**config.mk**
```make
export PLATFORM = sky130hd
export DESIGN_NAME = spike_readout_flat
export DESIGN_NICKNAME = d
export VERILOG_FILES = /design/src/rtl/snn_pkg.sv /design/src/rtl/spike_readout_if.sv /design/src/rtl/spike_counter.sv /design/src/rtl/spike_readout.sv /design/src/flat_wrapper.sv
export SDC_FILE = /design/constraint.sdc
export NUM_CORES = 1
export LEC_CHECK = 0
export CORE_MARGIN = 8
export CORE_UTILIZATION = 25
export DETAILED_ROUTE_END_ITERATION = 7
export GPL_ROUTABILITY_DRIVEN = 0
export MAX_ROUTING_LAYER = met4
export PLACE_DENSITY = 0.53
export SYNTH_ARGS = -nofsm -noshare
export SYNTH_HDL_FRONTEND = slang
export SYNTH_SLANG_ARGS = --single-unit
```
**constraint.sdc**
```tcl
create_clock -name clk -period 4.65 [get_ports clk]
set_input_delay 0.93 -clock clk [delete_from_list [all_inputs] [get_ports clk]]
set_output_delay 0.93 -clock clk [all_outputs]
set_load 0.02 [all_outputs]
```
**src/rtl/snn_pkg.sv**
```systemverilog
// Shared definitions for the spiking-network blocks: readout FSM states,
// width helpers and the default decoding window length.
package snn_pkg;

    typedef enum logic [1:0] {
        IDLE  = 2'd0,
        ACCUM = 2'd1,
        SCAN  = 2'd2,
        HOLD  = 2'd3
    } state_t;

    localparam int SPIKE_WINDOW_DEFAULT = 16;

    // Bits needed to hold every value 0..n inclusive.
    function automatic int count_width(input int n);
        return $clog2(n + 1);
    endfunction

    // Index width for n items, never narrower than one bit.
    function automatic int idx_width(input int n);
        return (n > 1) ? $clog2(n) : 1;
    endfunction

endpackage

```
**src/rtl/spike_readout_if.sv**
```systemverilog
// Result channel of spike_readout: valid/ready handshake carrying the winner
// and the per-neuron spike counts of one decoding window.
interface spike_readout_if #(
    parameter int NEURONS    = 8,
    parameter int COUNT_BITS = 5,
    parameter int IDX_BITS   = 3
);
    logic                          out_valid;
    logic                          out_ready;
    logic [IDX_BITS-1:0]           out_winner;
    logic [COUNT_BITS-1:0]         out_count;
    logic                          out_none;
    logic [NEURONS*COUNT_BITS-1:0] out_counts;

    modport master (
        output out_valid, out_winner, out_count, out_none, out_counts,
        input  out_ready
    );

    modport slave (
        input  out_valid, out_winner, out_count, out_none, out_counts,
        output out_ready
    );
endinterface

```
**src/rtl/spike_counter.sv**
```systemverilog
// One readout channel: saturating spike count plus the step of the first spike
// seen in the window (TIMESTEPS means "never spiked").
module spike_counter #(
    parameter int TIMESTEPS  = 16,
    parameter int COUNT_BITS = 5,
    parameter int STEP_BITS  = 5
) (
    input  logic                  clk,
    input  logic                  rst_n,
    input  logic                  clear,
    input  logic                  sample,
    input  logic [STEP_BITS-1:0]  step,
    output logic [COUNT_BITS-1:0] count,
    output logic [STEP_BITS-1:0]  stamp
);
    localparam logic [STEP_BITS-1:0]  NO_SPIKE  = STEP_BITS'(TIMESTEPS);
    localparam logic [COUNT_BITS-1:0] COUNT_MAX = '1;

    // NOTE: state registers use non-blocking assignments so every flop samples
    // pre-edge values regardless of process ordering.
    always_ff @(posedge clk or negedge rst_n) begin
        if (!rst_n) begin
            count <= '0;
            stamp <= NO_SPIKE;
        end else if (clear) begin
            count <= '0;
            stamp <= NO_SPIKE;
        end else if (sample) begin
            if (count != COUNT_MAX) begin
                count <= count + COUNT_BITS'(1);
            end
            if (stamp == NO_SPIKE) begin
                stamp <= step;
            end
        end
    end
endmodule

```
**src/rtl/spike_readout.sv**
```systemverilog
// Rate decoder for a neuron layer: counts spikes over a window, scans for the
// neuron with the most (earliest first spike breaks ties) and hands it out.
module spike_readout
    import snn_pkg::*;
#(
    parameter int NEURONS    = 8,
    parameter int TIMESTEPS  = SPIKE_WINDOW_DEFAULT,
    parameter int COUNT_BITS = count_width(TIMESTEPS),
    parameter int IDX_BITS   = idx_width(NEURONS),
    parameter int STEP_BITS  = count_width(TIMESTEPS)
) (
    input  logic               clk,
    input  logic               rst_n,
    input  logic               start,
    input  logic               enable,
    input  logic [NEURONS-1:0] spikes,
    output logic               busy,
    spike_readout_if.master    res
);
    state_t state, state_next;

    logic [STEP_BITS-1:0]  step;
    logic [IDX_BITS-1:0]   scan_idx;
    logic [IDX_BITS-1:0]   best_idx;
    logic [COUNT_BITS-1:0] best_count;
    logic [STEP_BITS-1:0]  best_stamp;

    logic                  valid;
    logic [IDX_BITS-1:0]   winner;
    logic [COUNT_BITS-1:0] win_count;
    logic                  none;

    logic [COUNT_BITS-1:0] count [NEURONS];
    logic [STEP_BITS-1:0]  stamp [NEURONS];

    logic clear, step_en, last_step, last_scan;

    assign clear     = (state == IDLE) && start;
    assign step_en   = (state == ACCUM) && enable;
    assign last_step = step_en && (step == STEP_BITS'(TIMESTEPS - 1));
    assign last_scan = (state == SCAN) && (scan_idx == IDX_BITS'(NEURONS - 1));

    for (genvar i = 0; i < NEURONS; i++) begin : g_ch
        spike_counter #(
            .TIMESTEPS (TIMESTEPS),
            .COUNT_BITS(COUNT_BITS),
            .STEP_BITS (STEP_BITS)
        ) u_counter (
            .clk   (clk),
            .rst_n (rst_n),
            .clear (clear),
            .sample(step_en && spikes[i]),
            .step  (step),
            .count (count[i]),
            .stamp (stamp[i])
        );
    end

    // Scan comparator: the candidate wins on a higher count, or on an equal
    // count with an earlier first spike; neuron 0 always seeds the search.
    logic [COUNT_BITS-1:0] cand_count;
    logic [STEP_BITS-1:0]  cand_stamp;
    logic                  take;
    logic [IDX_BITS-1:0]   next_idx;
    logic [COUNT_BITS-1:0] next_count;
    logic [STEP_BITS-1:0]  next_stamp;

    assign cand_count = count[scan_idx];
    assign cand_stamp = stamp[scan_idx];
    assign take = (scan_idx == '0)
               || (cand_count > best_count)
               || ((cand_count == best_count) && (cand_stamp < best_stamp));
    assign next_idx   = take ? scan_idx   : best_idx;
    assign next_count = take ? cand_count : best_count;
    assign next_stamp = take ? cand_stamp : best_stamp;

    // NOTE: next_state gets a default before the case so no path leaves it
    // unassigned, which would otherwise infer a latch.
    always_comb begin
        state_next = state;
        unique case (state)
            IDLE:    if (start)                   state_next = ACCUM;
            ACCUM:   if (last_step)               state_next = SCAN;
            SCAN:    if (last_scan)               state_next = HOLD;
            HOLD:    if (valid && res.out_ready)  state_next = IDLE;
            default:                              state_next = IDLE;
        endcase
    end

    always_ff @(posedge clk or negedge rst_n) begin
        if (!rst_n) begin
            state <= IDLE;
        end else begin
            state <= state_next;
        end
    end

    always_ff @(posedge clk or negedge rst_n) begin
        if (!rst_n) begin
            step       <= '0;
            scan_idx   <= '0;
            best_idx   <= '0;
            best_count <= '0;
            best_stamp <= '0;
            winner     <= '0;
            win_count  <= '0;
            none       <= 1'b0;
            valid      <= 1'b0;
            busy       <= 1'b0;
        end else begin
            valid <= (state_next == HOLD);
            busy  <= (state_next != IDLE);
            if (clear) begin
                step <= '0;
            end
            if (step_en) begin
                step <= step + STEP_BITS'(1);
            end
            if (last_step) begin
                scan_idx <= '0;
            end
            if (state == SCAN) begin
                scan_idx   <= scan_idx + IDX_BITS'(1);
                best_idx   <= next_idx;
                best_count <= next_count;
                best_stamp <= next_stamp;
            end
            // The best count is the maximum, so zero here means no neuron spiked.
            if (last_scan) begin
                none      <= (next_count == '0);
                winner    <= (next_count == '0) ? '0 : next_idx;
                win_count <= next_count;
            end
        end
    end

    always_comb begin
        res.out_counts = '0;
        for (int i = 0; i < NEURONS; i++) begin
            res.out_counts[i*COUNT_BITS +: COUNT_BITS] = count[i];
        end
    end

    assign res.out_valid  = valid;
    assign res.out_winner = winner;
    assign res.out_count  = win_count;
    assign res.out_none   = none;
endmodule

```
**src/flat_wrapper.sv**
```systemverilog
// flat-port wrapper written by rule: the top's interface ports become plain ports
module spike_readout_flat import snn_pkg::*;
#(
    parameter int NEURONS    = 8,
    parameter int TIMESTEPS  = SPIKE_WINDOW_DEFAULT,
    parameter int COUNT_BITS = count_width(TIMESTEPS),
    parameter int IDX_BITS   = idx_width(NEURONS),
    parameter int STEP_BITS  = count_width(TIMESTEPS)
)
  (clk, rst_n, start, enable, spikes, busy, res_out_valid, res_out_winner, res_out_count, res_out_none, res_out_counts, res_out_ready);
  spike_readout_if #(.NEURONS(NEURONS), .COUNT_BITS(COUNT_BITS), .IDX_BITS(IDX_BITS)) res_i ();
  input  logic clk;
  input  logic rst_n;
  input  logic start;
  input  logic enable;
  input  logic [NEURONS-1:0] spikes;
  output logic busy;
  output wire logic [$bits(res_i.out_valid)-1:0] res_out_valid;
  output wire logic [$bits(res_i.out_winner)-1:0] res_out_winner;
  output wire logic [$bits(res_i.out_count)-1:0] res_out_count;
  output wire logic [$bits(res_i.out_none)-1:0] res_out_none;
  output wire logic [$bits(res_i.out_counts)-1:0] res_out_counts;
  input wire logic [$bits(res_i.out_ready)-1:0] res_out_ready;
  assign res_out_valid = res_i.out_valid;
  assign res_out_winner = res_i.out_winner;
  assign res_out_count = res_i.out_count;
  assign res_out_none = res_i.out_none;
  assign res_out_counts = res_i.out_counts;
  assign res_i.out_ready = res_out_ready;
  spike_readout #(.NEURONS(NEURONS), .TIMESTEPS(TIMESTEPS), .COUNT_BITS(COUNT_BITS), .IDX_BITS(IDX_BITS), .STEP_BITS(STEP_BITS)) u_core (.clk(clk), .rst_n(rst_n), .start(start), .enable(enable), .spikes(spikes), .busy(busy), .res(res_i));
endmodule
```
-- After elaboration in Yosys (flattened, before gate mapping)
Index checks and enable logic that the tools add are counted.
- eq/ne operators: 23
- bitwise logic cells: 1
- reduce and logical (&&, ||, !) cells: 63
- order comparisons: 3
- mux-type cells: 66
- add/sub/neg operators: 10
- operator list (operator ; number):
    5-bit 2-to-1 mux ; 55
    2-bit nonzero test ; 27
    5-bit by 1-bit adder with 5-bit output (second input constant) ; 9
    5-bit equality test (second input constant) ; 8
    5-bit inequality test (second input constant) ; 8
    2-bit AND reduction ; 17
    5-bit binary-select mux with 3-bit select ; 2
    1-bit logical AND ; 14
    3-bit 2-to-1 mux ; 4
    2-bit 2-to-1 mux ; 4
    2-bit one-hot mux with 4 select lines ; 1
    2-bit equality test (second input constant) ; 3
    5-bit by 4-bit equality test with 1-bit output (second input constant) ; 1
    5-bit equality test ; 1
    5-bit greater-than comparator ; 1
    5-bit zero test ; 1
    5-bit less-than comparator ; 1
    4-bit >= comparator (second input constant) ; 1
    3-bit NOT with 4-bit output ; 1
    3-bit by 1-bit adder with 3-bit output (second input constant) ; 1
    3-bit equality test (second input constant) ; 1
    3-bit zero test ; 1
    2-bit by 1-bit equality test with 1-bit output (second input constant) ; 1
    2-bit zero test ; 1
    1-bit logical OR ; 2
- output and inout bits: 51
- logic and storage cells: 193
- input port bits: 13
- register bits: 114

-- Depth between registers and ports, before layout
- depth after elaboration: 10
- gate-level depth with buffers: 13
- gate-level depth less buffers: 10

-- By module
A second synthesis with hierarchy kept.
- cells, all modules: 610
- area total of the unflattened synthesis: 6364.9 um^2
- by module, submodules not included (module ; times used ; cells each ; area each (um^2) ; seq. area each (um^2)):
    spike_counter ; 8 ; 44 ; 465.4 ; 251.5
    spike_readout ; 1 ; 258 ; 2641.3 ; 850.8

-- Worst setup path after synthesis
No wires, ideal clock.
- path type: register to register
- from: register u_core.scan_idx[0]
- to: register u_core.best_count[2]
- required time: 4.518 ns
- stages on the path, launching flop included: 13
- path slack: 1.316 ns
- setup time: 0.132 ns
- clock period less this slack: 3.334 ns
- path buffers: 3
- arrival time: 3.202 ns
- cells stage by stage: dfrtp_1 buf_6 buf_6 mux4_2 nand2_1 nand2_1 ha_1 a21o_1 a2111oi_0 nand4_1 a31oi_2 clkbuf_1 o21ai_0
- longest elaborated chain between the ends: 8
- elaborated cells between the ends (all ways): 15
- those cells by class: order compare: 2; eq/ne: 1; mux: 7; bitwise: 1; reduce/logical: 4
- RTL lines (element ; RTL line ; RTL):
    start, declared ; spike_readout.sv:23 ; logic [IDX_BITS-1:0] scan_idx;
    start signal, assigned ; spike_readout.sv:123 ; scan_idx <= scan_idx + IDX_BITS'(1);
    3-bit NOT with 4-bit output (not written as such) ; spike_readout.sv:69 ; assign cand_stamp = stamp[scan_idx];
    5-bit binary-select mux with 3-bit select ; spike_readout.sv:69 ;
    5-bit 2-to-1 mux (not written as such) (2 in series) ; spike_readout.sv:69 ;
    net u_core.cand_stamp[3] ; spike_readout.sv:62 ; logic [STEP_BITS-1:0] cand_stamp;
    5-bit less-than comparator ; spike_readout.sv:72 ; || ((cand_count == best_count) && (cand_stamp < best_stamp));
    1-bit logical AND ; spike_readout.sv:72 ;
    1-bit logical OR ; spike_readout.sv:72 ;
    5-bit 2-to-1 mux ; spike_readout.sv:74 ; assign next_count = take ? cand_count : best_count;
    end signal, assigned ; spike_readout.sv:125 ; best_count <= next_count;
    end, declared ; spike_readout.sv:25 ; logic [COUNT_BITS-1:0] best_count;
The timed path passes the listed nets, and every way through them passes these cells. The select of a mux whose other input is x is not followed.
A chain may end at the register's enable or synchronous reset.

-- Worst setup path after layout
- from: register u_core.scan_idx[1]
- to: register u_core.best_idx[2]
- longest elaborated chain between the ends: 8
- elaborated cells between the ends (all ways): 15
- those cells by class: order compare: 2; eq/ne: 1; mux: 7; bitwise: 1; reduce/logical: 4
- RTL lines (element ; RTL line ; RTL):
    3-bit NOT with 4-bit output (not written as such) ; spike_readout.sv:68, spike_readout.sv:69 ;
    5-bit binary-select mux with 3-bit select (on tied branches) ; spike_readout.sv:68, spike_readout.sv:69 ;
    5-bit 2-to-1 mux (on tied branches) (2 in series) ; spike_readout.sv:68, spike_readout.sv:69 ;
    5-bit greater-than comparator (tied with other cells) ; spike_readout.sv:71 ; || (cand_count > best_count)
    1-bit logical OR or 1-bit logical AND (tied branches) ; spike_readout.sv:71, spike_readout.sv:72 ;
    1-bit logical OR (*) ; spike_readout.sv:72 ;
    3-bit 2-to-1 mux (*) ; spike_readout.sv:73 ; assign next_idx = take ? scan_idx : best_idx;
    end signal, assigned ; spike_readout.sv:124 ; best_idx <= next_idx;
    end, declared ; spike_readout.sv:24 ; logic [IDX_BITS-1:0] best_idx;
Mark *: on every way between the ends. The rest lies on a longest branch, timed or not. The select of a mux whose other input is x is not followed.

==> results.txt <==
----------------------------------------------------
[Global route]
  Via count of the first global-routing pass ... 4445
  Initial antenna violation count ... 0
  Largest net degree at the start of global routing ... 68
  Wire length of the first global-routing pass ... about 26000 um
  Global-route total usage across every layer ... around an eighth
  GR Overflow Total ... 0

[Worst setup path]
  Required time reported for the critical path endpoint ... 4.94 ns
  Startpoint type of the worst setup path ... flop
  Startpoint of the worst-slack reg-to-reg timing path ... u_core.scan_idx[1]
  Endpoint of the most critical register-to-register path ... u_core.best_idx[2]
  Reg-to-reg slack, setup ... between 0.5 and 0.6 ns
  WP depth ... 9
  Cell breakdown of the critical path ... mux4_1, nand2_1, nand2_1, ha_1, nand3_1, a2111oi_0, nand4_1, a31oi_2, mux2_2
  CP max stage cell ... dfrtp_1
  Number of buffers and inverters on the critical path ... 0
  Category of the worst setup path capture point ... flop
  Slowest cell delay on critical path ... a little under 1 ns
  Arrival time of data at the critical path endpoint ... 4.35 ns
  End point of the critical path ... u_core.best_idx[2]
  Worst setup path start ... u_core.scan_idx[1]
  Family of cells with the greatest summed delay on the critical path ... compound AO/OA/AOI/OAI gates
  Largest fanout of any net on the critical path ... 22
  FF-to-FF path depth ... 9
  Top cell by count, worst path ... nand2_1
  Type of the worst setup path ... flop to flop

[Synth]
  Syn_nets ... ~600
  Asr flop ratio synth ... 100%
  Count leader, synth ... dfrtp_1
  Synthesized flop and latch total ... 114
  Dominant cell type by area after synthesis ... dfrtp_1
  Total number of yosys warnings ... 0
  Average cell area after synthesis ... 10.6 um^2
  Dominant register cell in the synthesized netlist ... dfrtp_1
  Synth Cell Area ... 5880 um^2
  Number of cells produced by synthesis ... 553
  Most area-consuming cells after synthesis ... dfrtp_1 (45%), ha_1 (6.4%), mux4_2 (6.1%), nor2_1 (5.3%), nand2_1 (3.8%)
  Number of unique standard cell types used by synthesis ... 49
  Top cells by count, synth ... dfrtp_1 (106), nor2_1 (83), nand2_1 (59)
  Count of flip-flops with a built-in enable after synthesis ... 0
  Top-area cell type share of the netlist area ... between 40% and 50%
  Sequential share of the synthesized area ... between 40% and 50%

[Clocking]
  Max clock buf depth ... 2
  CTS clk-pin slew, worst paths ... 0.06 ns
  H-tree Lvls ... 4
  Number of instances resized during post-cts repair ... 0
  Number of sinks driven by the clock tree ... roughly 110
  CTS Root Cell ... clkbuf_16
  Count of hold-fix buffers inserted at cts ... 0
  Num CTS Buffers ... 17
  CTS tree ... yes
  Clk Latency, worst-skew pair ... 0.41 ns
  Post-CTS setup-driven buffer insertion count ... 0

[Floorplan]
  Std cell rows ... 56
  Die outline height ... 169 um
  Starting utilization of the core area ... 25.3%
  Total Die Area ... 28700 um^2
  Standard cell core area ... around 23000 um^2
  IO Count ... 64
  Width of the die ... between 150 and 200 um

[Final layout]
  Post-layout nets ... 658
  Number of diodes added for antenna fixing ... 0
  Layout cells sized above 1 ... 12.1%
  Finished Layout Cells ... 947
  Layout overhead on the synthesized area ... 27.1%

[Timing]
  RSZ-0062 raised after global routing ... no
  Final Max Slew Viols ... 0
  TNS Setup ... 0 ns
  Worst-margin pin slew ... 0.967 ns
  Post-layout min period ... 4.06 ns
  Layout Skew ... between 0.008 and 0.009 ns
  Minimum setup slack in the final design ... 0.591 ns
  Number of failing hold endpoints at the final stage ... 0
  Worst slew margin ... 35.5%
  Number of setup violations in the final report ... 0
  Final critical-path share of the clock period ... 87.3%
  Timing-limited maximum frequency ... 246 MHz

[Pwr]
  Switching part of the total power ... 39.4%
  Gate power share ... 40.8%
  Proportion of power drawn by the clock network ... roughly 25%
  Maximum vdd drop ... about 0.0003 V
  Seq pwr share ... between 30% and 40%
  Leak pwr ... about 3.3 nW
  Power density over cell area ... around 770 nW/um^2
  Cell-internal power ... around 0.0035 W
  Net Sw Power ... approximately 0.0023 W

[Detailed routing]
  Total number of vias ... 4301
  Antenna viol nets, final ... 0
  Residual DRC count ... 0
  Post-detailed-route via-to-cell ratio ... 4.54
  1st-pass router iterations ... 4
  Iteration-0 DRC Markers ... 287
  Drt wl/cell ... 16.8 um
  Total wire length ... around 16000 um

[Min path]
  Worst hold path class ... flop to flop
  Count of cells along the worst hold path ... 2

[Job]
  Number of maximum-capacitance violations ... 0

[Place]
  Worst setup timing slack at the placement stage ... around 0.63 ns
  Detailed-placement wirelength estimate ... 11100 um
  Port Buf Inserts ... 63
  Post-placement cell count ... roughly 920

[Status]
  Status ... finished clean

----------------------------------------------------
worst register-to-register path, stage by stage (launching register included):
cell	delay, ns
dfrtp_1	0.97
mux4_1	0.51
nand2_1	0.11
nand2_1	0.09
ha_1	0.31
nand3_1	0.10
a2111oi_0	0.60
nand4_1	0.24
a31oi_2	0.62
mux2_2	0.40
sequential cells by signal, summed over array words and instances (netlist names):
register / flops
u_core.res.out_winner: 3
u_core.g_ch.u_counter.stamp: 40
u_core.busy: 1
u_core.scan_idx: 3
u_core.step: 5
u_core.res.out_none: 1
u_core.res.out_count: 5
u_core.state: 2
u_core.best_idx: 3
u_core.best_stamp: 5
u_core.g_ch.u_counter.count: 40
u_core.res.out_valid: 1
u_core.best_count: 5
cell type report:
type	instances	area [um^2]
timing repair buffer	70	681
sequential	114	2860
clock buffer	20	457
inverter	22	82.6
fill	2431	15800
multi-input combinational	390	2790
clock inverter	12	205
tap	319	399
how the worst min path moves through the flow:
stage / start / endpoint
2_1_floorplan: u_core.g_ch[2].u_counter.stamp[4] / u_core.g_ch[2].u_counter.stamp[4]
3_3_place_gp: u_core.res.out_count[0] / u_core.res.out_count[0]
3_5_place_dp: u_core.g_ch[6].u_counter.stamp[4] / u_core.g_ch[6].u_counter.stamp[4]
4_1_cts: u_core.g_ch[6].u_counter.stamp[4] / u_core.g_ch[6].u_counter.stamp[4]
5_1_grt: u_core.g_ch[6].u_counter.stamp[4] / u_core.g_ch[6].u_counter.stamp[4]
6_report: u_core.g_ch[6].u_counter.stamp[4] / u_core.g_ch[6].u_counter.stamp[4]
per-stage QoR:
step	hold WS, ns	area (um^2)	power [W]	utilization, %
2_1_floorplan	0.461	5880	0.00343	-
3_3_place_gp	0.476	6820	0.00430	29.3
3_5_place_dp	0.478	6820	0.00433	29.3
4_1_cts	0.490	7480	0.00581	32.1
5_1_grt	0.500	7480	0.00616	32.1
6_report	0.492	7480	0.00576	32.1
cell usage in the layout (no fill, tap or decap), types with 11 or more instances in the layout:
cell type          n
o21ai_0           22
mux4_2            16
a21oi_1           36
nand4_1           11
nand2_1           59
xor2_1            16
clkbuf_16         17
dfrtp_1          106
ha_1              30
inv_1             22
clkdlybuf4s50_1   62
mux2i_1           19
nor2_1            83
metal layers:
layer  vias up  part of all wire [%]  track usage [%]  wire length [um]
met2        93                    45             17.6              7190
met3         9                   4.1             2.70               653
met1      2116                    50             16.1              7880
met5         -                     0                -                 0
li1       2083                     -                -                 -
met4         0                  0.97             3.39               154
power by group through the flow:
stage               Sequential, W  Combinational (W)  Clock, W
CTS                       0.00196            0.00237   0.00148
finish                    0.00195            0.00235   0.00146
detailed placement        0.00197            0.00236         0
floorplan                 0.00191            0.00152         0
global route              0.00202            0.00262   0.00153
global placement          0.00197            0.00233         0
kinds of logic after synthesis:
logic type	after synthesis	share of synthesized area, %
buffers and inverters	49	3.91
AND/OR/NAND/NOR	213	17.3
XOR/XNOR	25	3.72
AO/OA/AOI/OAI	79	8.15
flip-flops	114	48.7
multiplexers	43	11.9
adder cells (fa/ha/maj)	30	6.38
(Power assumes the default switching activity.)
